--- config.mk ---
export PLATFORM = sky130hd
export DESIGN_NAME = alu_in_arbiter
export DESIGN_NICKNAME = d
export VERILOG_FILES = /design/src/rtl/alu_in_arbiter.sv
export SDC_FILE = /design/constraint.sdc
export NUM_CORES = 1
export LEC_CHECK = 0
export BUFFER_PORTS_ARGS = -buffer_cell sky130_fd_sc_hd__buf_4
export CORE_ASPECT_RATIO = 1.75
export CORE_UTILIZATION = 30
export DETAILED_ROUTE_END_ITERATION = 12
export PLACE_DENSITY_LB_ADDON = 0.3
export SLEW_MARGIN = 20
export SYNTH_ARGS = -nofsm -noshare
export SYNTH_HDL_FRONTEND = slang
export SYNTH_SLANG_ARGS = --single-unit
export TNS_END_PERCENT = 10
--- constraint.sdc ---
create_clock -name clk -period 1.4 [get_ports clk]
set_input_delay 0.14 -clock clk [delete_from_list [all_inputs] [get_ports clk]]
set_output_delay 0.14 -clock clk [all_outputs]
set_load 0.02 [all_outputs]
--- src/rtl/alu_in_arbiter.sv ---
// alu_in_arbiter: packet-granular round-robin arbiter in front of the ALU operand port
module alu_in_arbiter #(
  parameter int NUM_REQ = 4,
  parameter int OPERAND_BUS_WIDTH = 8,
  localparam int IDW = $clog2(NUM_REQ)
) (
  input  logic                                 clk,
  input  logic                                 rst,
  input  logic [NUM_REQ-1:0]                   req_valid,
  input  logic [3*NUM_REQ-1:0]                 req_op,
  input  logic [OPERAND_BUS_WIDTH*NUM_REQ-1:0] req_a,
  input  logic [OPERAND_BUS_WIDTH*NUM_REQ-1:0] req_b,
  input  logic [NUM_REQ-1:0]                   req_last,
  output logic [NUM_REQ-1:0]                   req_ready,
  output logic                                 alu_operand_valid,
  output logic [2:0]                           alu_op,
  output logic [OPERAND_BUS_WIDTH-1:0]         alu_a,
  output logic [OPERAND_BUS_WIDTH-1:0]         alu_b,
  output logic                                 alu_operand_last,
  input  logic                                 alu_ready,
  output logic                                 grant_valid,
  output logic [IDW-1:0]                       grant_id,
  output logic                                 pkt_done
);
  typedef enum logic {IDLE, LOCK} state_t;
  state_t state;
  logic [IDW-1:0] rr_ptr, win, idx;
  logic lock;
  assign lock = state == LOCK;
  assign grant_valid = lock;
  // scan downwards from rr_ptr+NUM_REQ-1 so the lowest offset from rr_ptr wins last
  always_comb begin
    win = '0;
    idx = '0;
    for (int k = NUM_REQ - 1; k >= 0; k--) begin
      idx = IDW'((int'(rr_ptr) + k) % NUM_REQ);
      if (req_valid[idx]) win = idx;
    end
  end
  // operand mux from the locked requester; everything idles at zero when unlocked
  always_comb begin
    alu_operand_valid = lock ? req_valid[grant_id] : 1'b0;
    alu_operand_last = lock ? req_last[grant_id] : 1'b0;
    alu_op = lock ? 3'(req_op >> (3 * grant_id)) : '0;
    alu_a = lock ? OPERAND_BUS_WIDTH'(req_a >> (OPERAND_BUS_WIDTH * grant_id)) : '0;
    alu_b = lock ? OPERAND_BUS_WIDTH'(req_b >> (OPERAND_BUS_WIDTH * grant_id)) : '0;
    req_ready = lock ? NUM_REQ'(alu_ready) << grant_id : '0;
  end
  // grant on any request in IDLE, release once the locked requester's last beat is taken
  always_ff @(posedge clk) begin
    if (rst) begin
      state <= IDLE;
      grant_id <= '0;
      rr_ptr <= '0;
      pkt_done <= 1'b0;
    end else begin
      pkt_done <= 1'b0;
      if (!lock) begin
        if (|req_valid) begin
          state <= LOCK;
          grant_id <= win;
          rr_ptr <= (win == IDW'(NUM_REQ - 1)) ? '0 : win + 1'b1;
        end
      end else if (alu_operand_valid && alu_ready && req_last[grant_id]) begin
        state <= IDLE;
        pkt_done <= 1'b1;
      end
    end
  end
endmodule
Word level (Yosys, flattened, before mapping) --
Index checks and enable logic that the tools add are counted.
Cells by class: shift-type cells 4, equal/unequal tests 1, reductions and logical operators 5, mux-type cells 27, multipliers 1, magnitude comparators 5, bitwise operators 1, $add $sub $neg 4, divide/modulo/power cells 0
Operator list (count):
- 32-bit by 5-bit right shift with 8-bit output | 2
- 8-bit 2-to-1 mux | 2
- 2-bit by 3-bit < comparator with 1-bit output, second input constant | 5
- 1-bit binary-select mux with 2-bit select | 6
- 1-bit 2-to-1 mux | 12
- 12-bit by 4-bit right shift with 3-bit output | 1
- 2-bit 2-to-1 mux | 5
- 2-bit by 1-bit adder with 2-bit output, second input constant | 2
- 2-bit adder, second input constant | 2
- 2-bit by 2-bit multiplier with 4-bit output, first input constant | 1
- 4-bit 2-to-1 mux | 1
- 4-bit OR reduction | 1
- 1-bit by 2-bit << shifter with 4-bit output | 1
- 3-bit 2-to-1 mux | 1
- 2-bit equality test, second input constant | 1
- 1-bit logical AND | 2
- 2-bit AND reduction | 1
- 2-bit OR reduction | 1
- 1-bit NOT | 1
Word-level totals: word-level logic and storage cells 52, bits in latches 0, flip-flop bits (word level) 6, input bits 87, ROM bits 0, output and inout bits 29, memory bits (writable) 0, memories 0

Depth between registers and ports, before layout --
Gate-level depths: netlist (run 1).
depth after elaboration 9, depth in mapped cells 7, depth with buffers taken out 5

Worst setup path before layout (run 1) --
No wires, ideal clock.
kind register -> register, from register grant_id[0], to register state, in the netlist grant_valid, buffers on the path 2, stages on the path, launching flop included 8, data required time 1.272 ns, path slack -0.373 ns, clock period less this slack 1.773 ns, arrival time 1.645 ns, setup time 0.128 ns, path through dfxtp_1 buf_4 buf_4 mux2i_1 o22ai_1 nand3_1 nand3b_1 o31ai_1
Between the ends: cells in the longest elaborated chain, start to end 7, elaborated cells between the ends (all ways) 9, those cells by class 7 x mux; 2 x reduce/logical
Ends and longest elaborated chain:
- from (decl) | line 22 | output logic [IDW-1:0] grant_id,
- from (signal assigned) | line 61 | grant_id <= win;
- 1-bit binary-select mux with 2-bit select | line 42 | alu_operand_valid = lock ? req_valid[grant_id] : 1'b0;
- 1-bit 2-to-1 mux (implied by the code) | line 42
- 1-bit 2-to-1 mux | line 42
- net alu_operand_valid | line 15 | output logic alu_operand_valid,
- 1-bit logical AND (2 in a row) | line 64 | end else if (alu_operand_valid && alu_ready && req_last[grant_id]) begin
- 1-bit 2-to-1 mux | line 64
- 1-bit 2-to-1 mux | line 58 | if (!lock) begin
- to (signal assigned) | line 52 | state <= IDLE;
- to (signal assigned) | line 60 | state <= LOCK;
- to (signal assigned) | line 65 | state <= IDLE;
- to (decl) | line 26 | state_t state;
The timed path passes the listed nets, and every way through them passes these cells. The select of a mux whose other input is x is not followed. A chain may end at the register's enable or synchronous reset.

Final worst setup path (run 1) --
from register grant_id[0], to output alu_operand_last
Between the ends: cells in the longest elaborated chain, start to end 3
Ends and longest elaborated chain:
- 1-bit binary-select mux with 2-bit select | line 43 | alu_operand_last = lock ? req_last[grant_id] : 1'b0;
- 1-bit 2-to-1 mux (implied by the code) | line 43
- 1-bit 2-to-1 mux | line 43
- to (decl) | line 19 | output logic alu_operand_last,
No other way between the ends. The select of a mux whose other input is x is not followed.

==> results of run 1 <==
==> stage by stage <==
stage	setup slack (ps)	TNS, ps	util	total power, mW	hold slack, ps
finish	-300	-6050	0.703	1.90	119
global route	-346	-7290	0.703	2.02	119
CTS	-324	-5920	0.679	1.86	112
detailed placement	-88.3	-1390	0.633	1.45	356
global placement	-65.7	-1030	0.633	1.42	349
floorplan	-76.6	-1220	-	0.973	203
==> final timing paths <==
kind                                         end  slack, ps  cells past startpoint
worst min register to register         rr_ptr[0]        520                      2
worst max-delay path            alu_operand_last       -300                      4
worst min-delay path                 grant_id[0]        120                      2
worst max register to register       grant_valid        -60                      8
==> flip-flops by register name, summed over array words and instances (netlist names) <==
name and count:
grant_id 2, grant_valid 1, rr_ptr 2, pkt_done 1
==> final cells by class <==
cell class,count,area (µm²),area share
Tap cell,43,53.8,0.0244
Sequential cell,6,126,0.0573
Inverter,3,11.3,0.00510
Multi-Input combinational cell,75,875,0.396
Clock buffer,4,45.0,0.0204
Timing Repair Buffer,129,1100,0.497
==> power by group through the flow <==
stage	registers [mW]	clock network [mW]	logic, mW
after floorplan	0.240	0	0.734
after global placement	0.232	0	1.19
final	0.240	0.281	1.38
after global routing	0.245	0.307	1.47
after detailed placement	0.235	0	1.22
after CTS	0.235	0.293	1.33
==> cell usage after synthesis <==
| master | n |
|---|---|
| sky130_fd_sc_hd__and2_1 | 20 |
| sky130_fd_sc_hd__mux2i_1 | 5 |
| sky130_fd_sc_hd__nand3b_1 | 1 |
| sky130_fd_sc_hd__o21ai_0 | 1 |
| sky130_fd_sc_hd__buf_2 | 2 |
| sky130_fd_sc_hd__xnor2_1 | 1 |
| sky130_fd_sc_hd__clkbuf_1 | 4 |
| sky130_fd_sc_hd__a211oi_1 | 1 |
| sky130_fd_sc_hd__buf_4 | 3 |
| sky130_fd_sc_hd__nor3_1 | 2 |
| sky130_fd_sc_hd__nand3_1 | 2 |
| sky130_fd_sc_hd__nand2_1 | 2 |
| sky130_fd_sc_hd__dfxtp_1 | 6 |
| sky130_fd_sc_hd__a311oi_2 | 1 |
| sky130_fd_sc_hd__o31ai_1 | 1 |
| sky130_fd_sc_hd__nor4_1 | 1 |
| sky130_fd_sc_hd__a21oi_1 | 3 |
| sky130_fd_sc_hd__nand2b_1 | 2 |
| sky130_fd_sc_hd__mux4_2 | 20 |
| sky130_fd_sc_hd__a211oi_2 | 1 |
| sky130_fd_sc_hd__o2bb2a_1 | 1 |
| sky130_fd_sc_hd__o22ai_1 | 1 |
| sky130_fd_sc_hd__inv_1 | 3 |
| sky130_fd_sc_hd__nor2_1 | 9 |
==> worst register-to-register path, cell delays in order, from the launching register on <==
cell	delay (ps)
sky130_fd_sc_hd__dfxtp_4	370
sky130_fd_sc_hd__buf_6	140
sky130_fd_sc_hd__buf_6	110
sky130_fd_sc_hd__buf_6	120
sky130_fd_sc_hd__mux2i_1	130
sky130_fd_sc_hd__o22ai_2	180
sky130_fd_sc_hd__nand3_2	110
sky130_fd_sc_hd__nand3b_1	90
sky130_fd_sc_hd__o31ai_1	70
==> metal layers <==
metal,up-vias,part of all wire,track usage
met1,643,0.29,0.208
met5,-,0,0
met3,18,0.099,0.0628
li1,605,-,-
met2,88,0.56,0.436
met4,0,0.044,0.109
==> cell families (layout without fill, tap and decap cells) <==
| group | after synthesis | count (layout) | synth area share |
|---|---|---|---|
| buffers and inverters | 12 | 136 | 0.0600 |
| DFF | 6 | 6 | 0.123 |
| and+or+nand+nor | 39 | 39 | 0.217 |
| AOI/OAI and AO/OA | 10 | 10 | 0.0805 |
| muxes | 25 | 25 | 0.511 |
| xor gates and xnor gates | 1 | 1 | 0.00894 |
==> cells in the final DEF, fill, tap and decap left out, types with 2 or more instances in the layout <==
cell and n:
sky130_fd_sc_hd__nor2_1 8, sky130_fd_sc_hd__mux2i_1 5, sky130_fd_sc_hd__nor3_2 2, sky130_fd_sc_hd__and2_4 20, sky130_fd_sc_hd__dfxtp_2 2, sky130_fd_sc_hd__nand2b_1 2
sky130_fd_sc_hd__a21oi_1 3, sky130_fd_sc_hd__mux4_2 20, sky130_fd_sc_hd__nand2_1 2, sky130_fd_sc_hd__buf_6 26, sky130_fd_sc_hd__inv_1 2, sky130_fd_sc_hd__buf_4 101
sky130_fd_sc_hd__dfxtp_1 3, sky130_fd_sc_hd__clkbuf_8 3
==> what timing repair did <==
item / 4_1_cts / 5_1_grt
setup endpoints to repair: 25 / 27
setup buffers: 0 / 2
gates resized for setup: 28 / 12
gates cloned: 0 / 1
pin swaps: 11 / 10
==> results by stage, run 1 <==
Run status:
- The run finished, with violations left.
- The checks that failed: negative setup slack.

Synthesis:
- Sorting the synthesized cells by area gives the leading types as sky130_fd_sc_hd__mux4_2 46%, sky130_fd_sc_hd__and2_1 13%, sky130_fd_sc_hd__dfxtp_1 12%.
- The post-synthesis cell type count is 24.
- The share of synthesized area in the top cell type comes to 0.460.
- The synthesized instance count is 93.
- During synthesis, Yosys emitted a total of 0 warnings.
- A synthesized cell averages between 10 and 15 µm².
- The number of synthesized register bits is 6.
- The share of the Yosys chip area taken by registers is 0.123.
- The number of nets in the synthesized netlist is between 150 and 200.
- Summing every instance area after synthesis gives 980 µm².
- Summed over all instances, the cell type with the most area after synthesis is sky130_fd_sc_hd__mux4_2.

Pwr:
- VDD sags by at most 0.780 mV.
- The power share of the combinational group is 0.726.
- Internal power comes to between 1 and 1.5 mW.
- The share of total power in sequential cells is 0.126.
- The switching part of the total power is 0.352.
- Summed over all cells, the static leakage comes to about 1.0 nW.
- The share of total power dissipated in the clock network is 0.148.
- The power density of the placed cells is 862 mW/mm².
- For this design the total switching power over the nets is 0.669 mW.

Worst setup path:
- The worst reg2reg path startpoint is grant_id[0].
- The required time of the critical path is 1260 ps.
- In this run the worst setup path begins at grant_id[0].
- Data on the critical path arrives at its endpoint at between 1500 and 2000 ps.
- The worst stage delay on the critical path is ~520 ps.
- Grouping stages by cell kind, the critical path spends the most delay in multiplexers.
- Traced cell by cell, the critical path runs through buf_4, mux4_2, and2_4, buf_6.
- The type of element capturing the critical path is a primary output.
- The critical path is of the reg -> out type.
- The worst-path maximum fanout is 5.
- The critical path contains buffers and inverters numbering 2 combined.
- The slowest stage of the critical path is the sky130_fd_sc_hd__mux4_2 cell.
- STA classifies the critical path startpoint as a flip-flop.

GRT:
- The total track usage is 0.232.
- Entering global routing, the biggest net connects 15 pins.
- For this run the aggregate overflow at the end of global routing stands at 0.
- The number of antenna violations at the first check in global routing is 0.
- The global-route wire length before repair is 6030 µm.
- The number of global-route vias before repair is 1,400.

Clock network:
- The number of buffers added to fix hold violations after cts is 0.
- CTS built an H-tree with a depth of 1.
- The TritonCTS clock tree is yes.
- Counting along the longest clock path gives a buffer depth of 2.
- The number of CTS-inserted buffers is 3.
- The later pin in the worst-skew pair is clocked with a latency of 230 ps.
- The CTS clock-pin slew for the worst setup and hold paths is 40 ps.
- The clock net in this run drives a total of 6 sinks.
- In this run the clock root is driven by a sky130_fd_sc_hd__clkbuf_8.

Hold path:
- The worst hold path belongs to the class in -> reg.
- The hold path startpoint is rst.

STA:
- The final count of hold timing violations is 0.
- The measured slew at the worst slew-check pin is 469 ps.
- The least setup slack across all paths after layout is -300 ps.
- Setup repair after global routing could not meet its margin everywhere.
- The smallest clock period supported by the final layout is computed as roughly 1700 ps.
- The worst pin sits at a relative slew slack of 0.686.
- The count of pins over their slew limit is 0.
- Static timing analysis puts the maximum clock frequency at about 600 MHz.
- The number of setup violations in the final report is 25.
- The setup skew after layout is 10.2 ps.
- The share of the clock period used by the worst path is 1.21.

Die:
- The number of top-level design ports is approximately 120.
- Measured along the y axis, the die boundary spans 77.6 µm.
- The initial core utilization is 0.312.
- Row generation in the floorplan step produced 27 rows.
- The core region is about 0.0031 mm².
- In this run the horizontal extent of the chip is 45.2 µm.
- The die footprint is 0.00351 mm².

Routing:
- The sum of routed wire length over all layers is roughly 4100 µm.
- For this run, design rule violations remaining after detail routing come to 0.
- The first routing iteration left 19 violations.
- The average wire length per cell after detail routing is 15.9 µm.
- The via count is 1,354.
- Dividing the detail-routed via count by the number of cells gives 5.21.
- The post-route antenna net violation count is 0.
- The first TritonRoute pass finished after 4 iterations.

Flow run:
- The reported max-cap violation count is 0.

Layout:
- The finished layout holds 260 standard cells, fillers aside.
- The number of antenna diodes in the final layout is 0.
- The number of filler cells placed in the layout is ~250.
- Compared with the post-synthesis result, the final layout area differs by 125%.
- The final instance area is 0.00221 mm².
- After the last flow step, the layout net total stands at 305.
- The share of post-route cells with drive strength above 1 is 0.843.

Placed design:
- The placed cell count is 253.
- The instance area at placement is 0.00199 mm².
- During placement, the flow inserted port buffers numbering 115.
- The half-perimeter wire length after placement is 3350 µm.
- The routability congestion estimate from global placement is 0.728.
Note: power is estimated with default switching activity, not from simulation.
==> run 2, diff against run 1 <==
--- a/config.mk
+++ b/config.mk
@@ -9,8 +9,9 @@
 export CORE_ASPECT_RATIO = 1.75
 export CORE_UTILIZATION = 30
 export DETAILED_ROUTE_END_ITERATION = 12
+export GPL_TIMING_DRIVEN = 0
 export PLACE_DENSITY_LB_ADDON = 0.3
-export SLEW_MARGIN = 20
+export SLEW_MARGIN = 30
 export SYNTH_ARGS = -nofsm -noshare
 export SYNTH_HDL_FRONTEND = slang
 export SYNTH_SLANG_ARGS = --single-unit
==> run 2 against run 1 <==
Effect of this change: register-to-register slack got worse by 70 ps; largest cell class unchanged; sequential share of layout area rose by 0.15 points; the flow still finishes with violations (negative setup slack); cell area fell by 2.6%; worst hold slack got worse by 9.4 ps.
==> results by stage, run 2 (synthesized netlist as in run 1, its figures left out) <==
Die:
- The initial core utilization was 0.312 (unchanged).
- The floorplan die width is 45.2 µm (unchanged).
- The number of top-level design ports is 116 (unchanged).
- The die height was 77.6 µm (unchanged).
- The area of the core is 0.00314 mm² (unchanged).
- The row count is 27 (unchanged).
- The die footprint is 0.00351 mm² (unchanged).

Layout:
- The layout net count is 304 (was 305).
- Commonest cells after routing, fill and taps aside: 104 x sky130_fd_sc_hd__buf_4, 20 x sky130_fd_sc_hd__mux4_2, 18 x sky130_fd_sc_hd__buf_6 (was 101 x sky130_fd_sc_hd__buf_4, 26 x sky130_fd_sc_hd__buf_6, 20 x sky130_fd_sc_hd__mux4_2, 20 x sky130_fd_sc_hd__and2_4, 8 x sky130_fd_sc_hd__nor2_1).
- The share of post-route cells with drive strength above 1 is 0.810 (was 0.843).
- The most common library cell in the layout ignoring fill and taps is sky130_fd_sc_hd__buf_4 (unchanged).
- Registers with the most flip-flops: grant_id x2, rr_ptr x2 (unchanged).
- The utilization of the core after routing is 0.684 (was 0.703).
- The number of antenna repair diodes came to 0 (unchanged).
- The synthesis-to-layout area growth is 119% (was 125%).

Worst setup path:
- The arrival time at the worst endpoint is 1590 ps (was 1560 ps).
- The kind of start point of the critical path is a flip-flop (unchanged).
- The worst reg2reg path startpoint was grant_id[0] (unchanged).
- The type of element capturing the critical path is a primary output (unchanged).
- The required time of the critical path is 1260 ps (about the same).
- The number of cells on the worst reg-to-reg path came to 6 (was 8).
- The endpoint of the most critical register-to-register path is grant_valid (unchanged).
- The flop-to-flop setup slack is -130 ps (was -60 ps).
- The worst-path maximum fanout is 7 (was 5).
- The kind of critical path is reg -> out (unchanged).

Routing:
- The number of search-and-repair iterations in the first detailed-routing pass was 4 (unchanged).
- The violation count after the first detailed-routing iteration was 31 (was 19).
- The post-route antenna net violation count is 0 (unchanged).
- The DRC violations left was 0 (unchanged).
- The via count was 1,338 (was 1,354).
- The sum of routed wire length over all layers is 4160 µm (was 4130 µm).
- The average wire length per cell after detail routing is 16.1 µm (was 15.9 µm).
- The ratio of routed vias to standard cells is 5.17 (was 5.21).

Clock network:
- The clock sink count came to 6 (unchanged).
- The TritonCTS clock tree is yes (unchanged).
- The number of H-tree levels is 1 (unchanged).
- The clock latency on the worst-skew pair was 230 ps (about the same).
- The CTS clock-pin slew for the worst setup and hold paths came to 40 ps (about the same).
- The library cell used as clock root buffer was sky130_fd_sc_hd__clkbuf_8 (unchanged).
- The largest buffer count on any clock path is 2 (unchanged).
- The number of CTS-inserted buffers is 3 (unchanged).
- The number of buffers added to fix hold violations after cts is 0 (unchanged).

GRT:
- The total track usage is 0.239 (was 0.232).
- The total congestion overflow after global routing was 0 (unchanged).
- The largest net degree at the start of global routing came to 11 (was 15).
- The number of global-route vias before repair was 1,440 (was 1,400).
- The number of antenna violations at the first check in global routing is 0 (unchanged).
- The global-route wire length before repair is 6270 µm (was 6030 µm).

Pwr:
- The overall power after layout came to 1.84 mW (was 1.90 mW).
- The maximum vdd ir drop came to 0.786 mV (was 0.780 mV).
- The power density of the placed cells is 856 mW/mm² (was 862 mW/mm²).
- The static leakage power came to 1.00 nW (was 1.03 nW).

STA:
- The share of the clock period used by the worst path is 1.24 (was 1.21).
- The number of setup violations in the final report is 23 (was 25).
- The time the final worst path needs with I/O delays and setup came to 1730 ps (was 1700 ps).
- The count of pins over their slew limit is 0 (unchanged).
- The setup TNS is -6220 ps (was -6050 ps).
- The maximum operating frequency is 578 MHz (was 588 MHz).
- The least setup slack across all paths after layout is -330 ps (was -300 ps).
- The setup skew after layout is 2.40 ps (was 10.2 ps).
- The worst slew margin relative to its limit was 0.697 (was 0.686).
- The measured slew at the worst slew-check pin came to 450 ps (was 469 ps).
- RSZ-0062 raised after global routing: yes (unchanged).
- The worst-case hold slack is 110 ps (was 119 ps).
- The final count of hold timing violations was 0 (unchanged).

Run status:
- Status: complete, but fails checks (unchanged).
- Violations in the final reports: negative setup slack (unchanged).

Flow run:
- The reported max-cap violation count was 0 (unchanged).

Hold path:
- The worst-case hold path end point is rr_ptr[1] (was grant_id[0]).
- The hold path startpoint was rst (unchanged).
- The worst hold-check path type is in -> reg (unchanged).
- The number of cells on the worst hold path is 2 (unchanged).

Placed design:
- The worst slack at placement is -220 ps (was -88.3 ps).
- The half-perimeter wire length after placement was 3550 µm (was 3350 µm).
- The routability congestion estimate from global placement came to 0.735 (was 0.728).
- The total of buffers placed on input and output ports was 115 (unchanged).
run 2: cell count changes in the layout (fill, tap and decap cells not counted), moves of 3 or more:
cell	previous run	this run
sky130_fd_sc_hd__buf_6	26	18
sky130_fd_sc_hd__and2_1	0	4
sky130_fd_sc_hd__buf_4	101	104
sky130_fd_sc_hd__and2_4	20	16
run 2: layout make-up:
cell class	instances	area (µm²)
repair buffers	121	981
inverters	3	11.3
flip-flops and latches	6	126
fillers	263	992
plain buffers	7	73.8
well taps	43	53.8
multi-input cells	75	858
clock buffers	4	45.0
run 2: worst max-delay path by stage:
stage / startpoint / end / slack, ps
final: grant_id[0] / alu_operand_last / -330
after global routing: grant_id[0] / alu_operand_last / -390
after detailed placement: grant_id[0] / alu_b[0] / -220
after floorplan: grant_id[0] / alu_a[0] / -80
after CTS: grant_id[0] / alu_b[0] / -430
after global placement: grant_id[0] / alu_b[0] / -200
run 2: metal layers:
metal  up-vias  routed length, µm  global-route usage
li1        606                  -                   -
met4         0                100              0.0818
met1       621               1190               0.209
met3        14                435              0.0721
met5         -                  0                   0
met2        97               2440               0.468
run 2: timing repair:
item                       CTS  global route
pin swaps                    1             0
setup buffers                5             1
cloned                       1             0
setup endpoints to repair   27            30
gates resized for setup     20            17
run 2: metrics by stage:
| stage | cells | cell area [µm²] |
|---|---|---|
| after floorplan | 93 | 1060 |
| after global placement | 251 | 1970 |
| after detailed placement | 251 | 1970 |
| after CTS | 261 | 2160 |
| after global routing | 259 | 2150 |
| final | 259 | 2150 |
run 2: worst max-delay path, stage by stage (launching register included):
cell,delay [ps]
sky130_fd_sc_hd__dfxtp_4,400
sky130_fd_sc_hd__buf_4,140
sky130_fd_sc_hd__mux4_2,500
sky130_fd_sc_hd__and2_4,170
sky130_fd_sc_hd__buf_4,150
run 2: report_power, final:
group | switching (mW) | total, mW | internal [mW]
sequential | 0.0344 | 0.237 | 0.202
combinational | 0.539 | 1.33 | 0.787
clock | 0.0818 | 0.278 | 0.196
